--- config.mk ---
export PLATFORM = sky130hd
export DESIGN_NAME = disp_pattern_gen_flat
export DESIGN_NICKNAME = d
export VERILOG_FILES = /design/src/rtl/disp_pattern_gen_if.sv /design/src/rtl/disp_pattern_gen.sv /design/src/flat_wrapper.sv
export SDC_FILE = /design/constraint.sdc
export NUM_CORES = 1
export LEC_CHECK = 0
export ABC_AREA = 1
export CAP_MARGIN = 20
export CORE_MARGIN = 2
export CORE_UTILIZATION = 40
export CTS_BUF_LIST = sky130_fd_sc_hd__clkbuf_2 sky130_fd_sc_hd__clkbuf_4 sky130_fd_sc_hd__clkbuf_8
export DETAILED_ROUTE_END_ITERATION = 8
export SYNTH_ARGS = -nofsm -noshare
export SYNTH_HDL_FRONTEND = slang
export SYNTH_SLANG_ARGS = --single-unit
--- constraint.sdc ---
create_clock -name clk_40M -period 4.3 [get_ports clk_40M]
set_clock_uncertainty 0.05 [all_clocks]
set_input_delay 0.86 -clock clk_40M [delete_from_list [all_inputs] [get_ports clk_40M]]
set_output_delay 0.86 -clock clk_40M [all_outputs]
set_load 0.02 [all_outputs]
--- src/rtl/disp_pattern_gen_if.sv ---
// rtl/disp_pattern_gen_if.sv - row-word write port between pattern source and table RAM
//
// Signals:
//   wr_valid  source -> RAM  a row word is presented
//   wr_ready  RAM -> source  the RAM accepts the word this cycle
//   addr      source -> RAM  row address of the presented word
//   data_out  source -> RAM  row word
// Modports: master (pattern source), slave (RAM side).
interface disp_pattern_gen_if #(
    parameter int ADDR_W = 4,
    parameter int COLS   = 10
);
    logic              wr_valid;
    logic              wr_ready;
    logic [ADDR_W-1:0] addr;
    logic [COLS-1:0]   data_out;

    modport master (
        output wr_valid,
        output addr,
        output data_out,
        input  wr_ready
    );

    modport slave (
        input  wr_valid,
        input  addr,
        input  data_out,
        output wr_ready
    );
endinterface

--- src/rtl/disp_pattern_gen.sv ---
// rtl/disp_pattern_gen.sv - animated test-pattern frame writer for the game-table RAM
//
// Ports:
//   clk_40M     in   system clock
//   rst         in   synchronous active-high reset
//   step        in   one-cycle request for a new frame
//   hold        in   blocks the start of a new frame while high
//   mode        in   pattern select: 0 walk, 1 checker, 2 fill, 3 clear
//   wr          if   row-word write port (master side)
//   busy        out  a frame is in progress
//   frame_done  out  one-cycle pulse after the last row is accepted
//   frame_cnt   out  completed-frame count, wraps
module disp_pattern_gen #(
    parameter int ROWS   = 10,
    parameter int COLS   = 10,
    parameter int ADDR_W = 4,
    parameter int CNT_W  = 8
) (
    input  logic                  clk_40M,
    input  logic                  rst,
    input  logic                  step,
    input  logic                  hold,
    input  logic [1:0]            mode,
    disp_pattern_gen_if.master    wr,
    output logic                  busy,
    output logic                  frame_done,
    output logic [CNT_W-1:0]      frame_cnt
);

    localparam logic [0:0] S_IDLE  = 1'b0;
    localparam logic [0:0] S_WRITE = 1'b1;

    localparam logic [1:0] MODE_WALK    = 2'd0;
    localparam logic [1:0] MODE_CHECKER = 2'd1;
    localparam logic [1:0] MODE_FILL    = 2'd2;

    localparam int PH_W = $clog2(COLS);
    // Wide enough for row + phase without overflow.
    localparam int SW   = ADDR_W + $clog2(COLS) + 1;

    // r+p is at most ROWS+COLS-2, so this many compare-subtract stages
    // always reduce it below COLS.
    localparam int MOD_ITERS  = (ROWS + COLS) / COLS + 1;
    // phase < COLS, reduced modulo ROWS+1 for the fill threshold.
    localparam int FILL_ITERS = COLS / (ROWS + 1) + 1;

    localparam logic [SW-1:0]     COLS_S    = SW'(COLS);
    localparam logic [SW-1:0]     ROWS_S    = SW'(ROWS);
    localparam logic [SW-1:0]     ROWS1_S   = SW'(ROWS + 1);
    localparam logic [ADDR_W-1:0] LAST_ADDR = ADDR_W'(ROWS - 1);
    localparam logic [PH_W-1:0]   PH_LAST   = PH_W'(COLS - 1);

    logic [0:0]        state_q,   state_d;
    logic [ADDR_W-1:0] addr_q,    addr_d;
    logic [COLS-1:0]   data_q,    data_d;
    logic [1:0]        mode_q,    mode_d;
    logic [PH_W-1:0]   phase_q,   phase_d;
    logic              pending_q, pending_d;
    logic              done_q,    done_d;
    logic [CNT_W-1:0]  cnt_q,     cnt_d;

    logic beat;
    logic last_row;

    // Row word for row r at phase p under pattern m.
    function automatic logic [COLS-1:0] pattern(
        input logic [1:0]        m,
        input logic [ADDR_W-1:0] r,
        input logic [PH_W-1:0]   p
    );
        logic [SW-1:0]   rs;
        logic [SW-1:0]   idx;
        logic [SW-1:0]   pm;
        logic [SW-1:0]   thr;
        logic [COLS-1:0] row;
        rs  = SW'(r);
        idx = rs + SW'(p);
        pm  = SW'(p);
        thr = '0;
        row = '0;
        case (m)
            MODE_WALK: begin
                for (int k = 0; k < MOD_ITERS; k++) begin
                    if (idx >= COLS_S) begin
                        idx = idx - COLS_S;
                    end
                end
                row = COLS'(1) << idx;
            end
            MODE_CHECKER: begin
                // Parity of r+c+p only depends on the low bits.
                for (int c = 0; c < COLS; c++) begin
                    row[c] = r[0] ^ p[0] ^ c[0];
                end
            end
            MODE_FILL: begin
                for (int k = 0; k < FILL_ITERS; k++) begin
                    if (pm >= ROWS1_S) begin
                        pm = pm - ROWS1_S;
                    end
                end
                thr = ROWS_S - pm;
                row = (rs >= thr) ? '1 : '0;
            end
            default: row = '0;
        endcase
        return row;
    endfunction

    assign beat     = (state_q == S_WRITE) && wr.wr_ready;
    assign last_row = (addr_q == LAST_ADDR);

    always_comb begin
        state_d   = state_q;
        addr_d    = addr_q;
        data_d    = data_q;
        mode_d    = mode_q;
        phase_d   = phase_q;
        pending_d = pending_q;
        done_d    = 1'b0;
        cnt_d     = cnt_q;
        case (state_q)
            S_IDLE: begin
                if (!hold && (step || pending_q)) begin
                    state_d   = S_WRITE;
                    mode_d    = mode;
                    addr_d    = '0;
                    pending_d = 1'b0;
                    // Row 0 is built from the incoming mode since mode_q
                    // is only loaded on this same edge.
                    data_d    = pattern(mode, '0, phase_q);
                end else if (step) begin
                    pending_d = 1'b1;
                end
            end
            S_WRITE: begin
                if (step) begin
                    pending_d = 1'b1;
                end
                if (beat) begin
                    if (last_row) begin
                        state_d = S_IDLE;
                        addr_d  = '0;
                        data_d  = '0;
                        done_d  = 1'b1;
                        cnt_d   = cnt_q + CNT_W'(1);
                        phase_d = (phase_q == PH_LAST) ? '0 : phase_q + PH_W'(1);
                    end else begin
                        addr_d = addr_q + ADDR_W'(1);
                        data_d = pattern(mode_q, addr_q + ADDR_W'(1), phase_q);
                    end
                end
            end
            default: state_d = S_IDLE;
        endcase
    end

    always_ff @(posedge clk_40M) begin
        if (rst) begin
            state_q   <= S_IDLE;
            addr_q    <= '0;
            data_q    <= '0;
            mode_q    <= '0;
            phase_q   <= '0;
            pending_q <= 1'b0;
            done_q    <= 1'b0;
            cnt_q     <= '0;
        end else begin
            state_q   <= state_d;
            addr_q    <= addr_d;
            data_q    <= data_d;
            mode_q    <= mode_d;
            phase_q   <= phase_d;
            pending_q <= pending_d;
            done_q    <= done_d;
            cnt_q     <= cnt_d;
        end
    end

    assign wr.wr_valid = (state_q == S_WRITE);
    assign wr.addr     = addr_q;
    assign wr.data_out = data_q;
    assign busy        = (state_q == S_WRITE);
    assign frame_done  = done_q;
    assign frame_cnt   = cnt_q;

endmodule

--- src/flat_wrapper.sv ---
// flat-port wrapper written by rule: the top's interface ports become plain ports
module disp_pattern_gen_flat 
#(
    parameter int ROWS   = 10,
    parameter int COLS   = 10,
    parameter int ADDR_W = 4,
    parameter int CNT_W  = 8
)
  (clk_40M, rst, step, hold, mode, busy, frame_done, frame_cnt, wr_wr_valid, wr_addr, wr_data_out, wr_wr_ready);
  disp_pattern_gen_if #(.ADDR_W(ADDR_W), .COLS(COLS)) wr_i ();
  input  logic clk_40M;
  input  logic rst;
  input  logic step;
  input  logic hold;
  input  logic [1:0] mode;
  output logic busy;
  output logic frame_done;
  output logic [CNT_W-1:0] frame_cnt;
  output wire logic [$bits(wr_i.wr_valid)-1:0] wr_wr_valid;
  output wire logic [$bits(wr_i.addr)-1:0] wr_addr;
  output wire logic [$bits(wr_i.data_out)-1:0] wr_data_out;
  input wire logic [$bits(wr_i.wr_ready)-1:0] wr_wr_ready;
  assign wr_wr_valid = wr_i.wr_valid;
  assign wr_addr = wr_i.addr;
  assign wr_data_out = wr_i.data_out;
  assign wr_i.wr_ready = wr_wr_ready;
  disp_pattern_gen #(.ROWS(ROWS), .COLS(COLS), .ADDR_W(ADDR_W), .CNT_W(CNT_W)) u_core (.clk_40M(clk_40M), .rst(rst), .step(step), .hold(hold), .mode(mode), .wr(wr_i), .busy(busy), .frame_done(frame_done), .frame_cnt(frame_cnt));
endmodule
==> metrics.sh <==
POSTROUTEWIRELENGTH_UM=8280
DIE_H_UM=95.3
TIMING.CRITICAL_PATH.ARRIVAL_PS=4420
NUMBER_OF_GLOBAL_ROUTE_VIAS_BEFORE_REPAIR=3193
SYN_AREA_PER_CELL_UM2=6.58
SYNTH.LARGEST_AREA_CELL='sky130_fd_sc_hd__dfxtp_1'
POWER_DENSITY_nW_PER_UM2=163
CTS_TREE='done'
CPMOSTUSEDCELL='sky130_fd_sc_hd__inv_2'
NUM_VIAS=3350
CTS_INSERTED_BUFFERS=5
FINALCOREUTILIZATION_PCT=54.0
DRT-PASS1-ITER-COUNT=4
SYNTH_XOR_AREA_SHARE_PCT=4.69
SETUP_VIOL=0
SYNTH_TOP_CELLS_BY_COUNT='sky130_fd_sc_hd__nand2_1, sky130_fd_sc_hd__inv_1, sky130_fd_sc_hd__nor2_1'
YOSYS-MUX-AREA-FRACTION_PCT=0
PATH_CLK_SLEW_PS=70
DOMINANT_COMBINATIONAL_CELL_FAMILY_BY_AREA_AFTER_SYNTHESIS='simple AND/OR/NAND/NOR gates'
COREAREA_UM2=8130
SYNTH_ENABLE_FLOP_CELLS=0
ASYNCSETRESETFLOPFRACSYNTH_PCT=0
PORTION_OF_SYNTHESIZED_CELL_AREA_OCCUPIED_BY_THE_LEADING_CELL_TYPE_PCT=18.6
SLEW-LIMIT-HEADROOM_PCT=40.0
SYNTH.NET_COUNT=544
YS.FLOP_TYPE='sky130_fd_sc_hd__dfxtp_1'
WORSTSETUPSTARTPOINTTYPE='flop'
SYNTH_SEQUENTIAL_AREA_RATIO_PCT=18.6
GRT_USE_TOTAL_PCT=18.9
NUM_IO_PINS=32
TIMING.FINAL.CRIT_PERIOD_PS=4250
ROUTED_VIAS_INST=4.90
SYNTHESIS.AREA_UM2=3340
FINISH.CELL_COUNT_WITHOUT_FILLERS=683
GRT.OVERFLOW.TOTAL=0
INITIAL_CORE_UTIL_PCT=41.0
FIRST_PASS_GRT_WIRE_LENGTH_UM=13900
ROOT_BUFFER='sky130_fd_sc_hd__clkbuf_8'
CPLARGESTDELAYFAMILY='simple AND/OR/NAND/NOR gates'
POST-ROUTE-DRC-COUNT=0
WORSTMARGINPINSLEW_PS=897
FINALMAXSLEWVIOLATIONS=0
GRT_MAX_DEGREE=22
MAXCAPVIOLATIONS=0
LAYOUT-AREA-OVERHEAD-VS-SYNTH_PCT=31.7
OUTCOME='complete, no violations'
SYNTH.LIB_CELLS_USED.DISTINCT=45
YOSYS_REGISTER_BITS=31
FINALCRITPERIODSHARE_PCT=98.8
HIGHEST_CLOCK_RATE_GHz=0.235
DR.FIRST_ITER.DRC_COUNT=88
POST_ROUTE_CELLS_DRIVE_ABOVE_1_SHARE_PCT=27.5
POST-PLACE-CELLS=671
CLOCK_TREE.HTREE_LEVEL_COUNT=2
RSZ_0062_RAISED_AFTER_GLOBAL_ROUTING='yes'
CLOCK_PATH_BUFFERS=2
CORE.ROWCOUNT=33
FINAL_NET_COUNT=615
MAX-VDD-IR-DROP_mV=0.0943
CTS_NUM_SINKS=31
DIE_AREA_UM2=9090
CRITICAL_PATH.N_BUFFERS_INVERTERS=7
YS.WARNINGS.COUNT=0
CRIT_PATH_MAX_INCR_DELAY_PS=380
SYNTH_ADDER_AREA_SHARE_PCT=11.5
SYN-INSTANCE-COUNT=507
REQUIRED_PS=4470
ROUTED_WIRE_LENGTH_PER_INSTANCE_UM=12.1
ANTENNA_FOUND_INITIAL=0
WORST_PATH_MAX_DELAY_CELL='sky130_fd_sc_hd__dfxtp_4'
LAYOUT_SETUP_WS_PS=51.2
ANTENNA-DIODE-COUNT=0
SYNTH-COMPOUND-AREA-SHARE_PCT=16.0
ANTENNA_LEFT=0
FINAL_HOLD_VIOLATIONS=0
TIMING.CRITICAL_PATH.FANOUT_MAX=6
HOLD_PATH.CLASS='reg -> reg'
WORST_SKEW_PAIR.LATE_LATENCY_PS=290
SYNTH.MOST_COMMON_CELL='sky130_fd_sc_hd__nand2_1'
PORT_BUFFERS=31
CRITICAL_PATH_END_TYPE='flop'
POST_SYNTH_AND_OR_NAND_NOR_AREA_FRACTION_PCT=39.0
DIE-WIDTH_UM=95.3
SYNTH.TOP_CELLS.BY_AREA='sky130_fd_sc_hd__dfxtp_1, sky130_fd_sc_hd__nand2_1, sky130_fd_sc_hd__ha_1, sky130_fd_sc_hd__inv_1, sky130_fd_sc_hd__nand3_1'
FINAL.FILL_COUNT=773
DP_SLACK_PS=-47.2
STATIC-LEAKAGE-POWER_nW=2.12
GP_CONGESTION=0.857
WORST-SETUP-PATH-TYPE='reg -> reg'
DETAILEDPLACEMENTHPWL_UM=6440
POSTCTSHOLDBUFS=0
==> stage by stage <==
step	setup TNS (ps)	cell area (µm²)	power (mW)	hold WS [ps]
after floorplan	0	3350	0.404	389
after global placement	0	4020	0.462	412
after detailed placement	-288	4020	0.463	417
after CTS	0	4160	0.707	431
after global routing	-1550	4400	0.755	456
final	0	4400	0.716	424
==> final timing paths <==
check	end	slack, ps	start	cells after the start
max reg2reg	u_core.wr.data_out[2]$_SDFFE_PP0P_	50	u_core.wr.addr[0]$_SDFFE_PP0P_	37
min	u_core.frame_cnt[6]$_SDFFE_PP0P_	420	u_core.frame_cnt[6]$_SDFFE_PP0P_	2
min reg2reg	u_core.frame_cnt[6]$_SDFFE_PP0P_	420	u_core.frame_cnt[6]$_SDFFE_PP0P_	2
max	u_core.wr.data_out[2]$_SDFFE_PP0P_	50	u_core.wr.addr[0]$_SDFFE_PP0P_	37
==> what timing repair did <==
item / 4_1_cts / 5_1_grt
cloned: 0 / 0
gates resized for setup: 10 / 45
pin swaps: 3 / 19
setup buffers: 0 / 5
endpoints found under the setup margin: 10 / 10
==> power by group <==
part	switching (mW)	internal, mW	leakage (nW)
clock network	0.117	0.126	0.0470
registers	0.0106	0.300	0.255
logic	0.0940	0.0688	1.82
==> routing by layer <==
metal	vias to the layer above	GRT usage, %	part of all wire [%]
met5	-	0	0
met4	0	3.50	1.1
met2	37	32.6	47
met1	1519	24.9	49
met3	8	3.16	2.5
li1	1786	-	-
==> cell usage in the layout (no fill, tap or decap), drive strengths merged, types with 3 or more instances in the layout <==
cell type / n
inv: 80
clkdlybuf4s50: 31
o21ai: 39
buf: 40
dfxtp: 31
nand3: 48
nand2: 137
clkbuf: 6
nand4: 13
nor3: 3
xor2: 12
a21oi: 41
ha: 29
nor2: 51
==> logic make-up (layout without fill, tap and decap cells) <==
family,Yosys count,count (layout)
AND/OR/NAND/NOR,254,254
AO/OA/AOI/OAI,90,90
buffers and inverters,87,158
flip-flops,31,31
adder cells (fa/ha/maj),30,30
XOR/XNOR,14,14
other,1,1
==> flip-flops by register name, summed over array words and instances (netlist names) <==
signal / flops
u_core.wr.addr: 4
u_core.frame_cnt: 8
u_core.phase_q: 4
u_core.mode_q: 2
u_core.wr.data_out: 10
u_core.pending_q: 1
u_core.frame_done: 1
u_core.busy: 1
==> worst min-delay path, stage by stage, from the launching register on <==
cell and delay [ps]:
sky130_fd_sc_hd__dfxtp_1 320, sky130_fd_sc_hd__inv_1 60, sky130_fd_sc_hd__a21oi_1 50
==> cell type report <==
cell class,count,area (µm²),share of cell area [%]
repair buffers,71,611,13.9
clock inverters,1,5.00,0.114
multi-input cells,389,2630,59.9
clock buffers,6,82.6,1.88
flip-flops and latches,31,631,14.3
well taps,105,131,2.99
inverters,80,303,6.89
(Power assumes the default switching activity.)
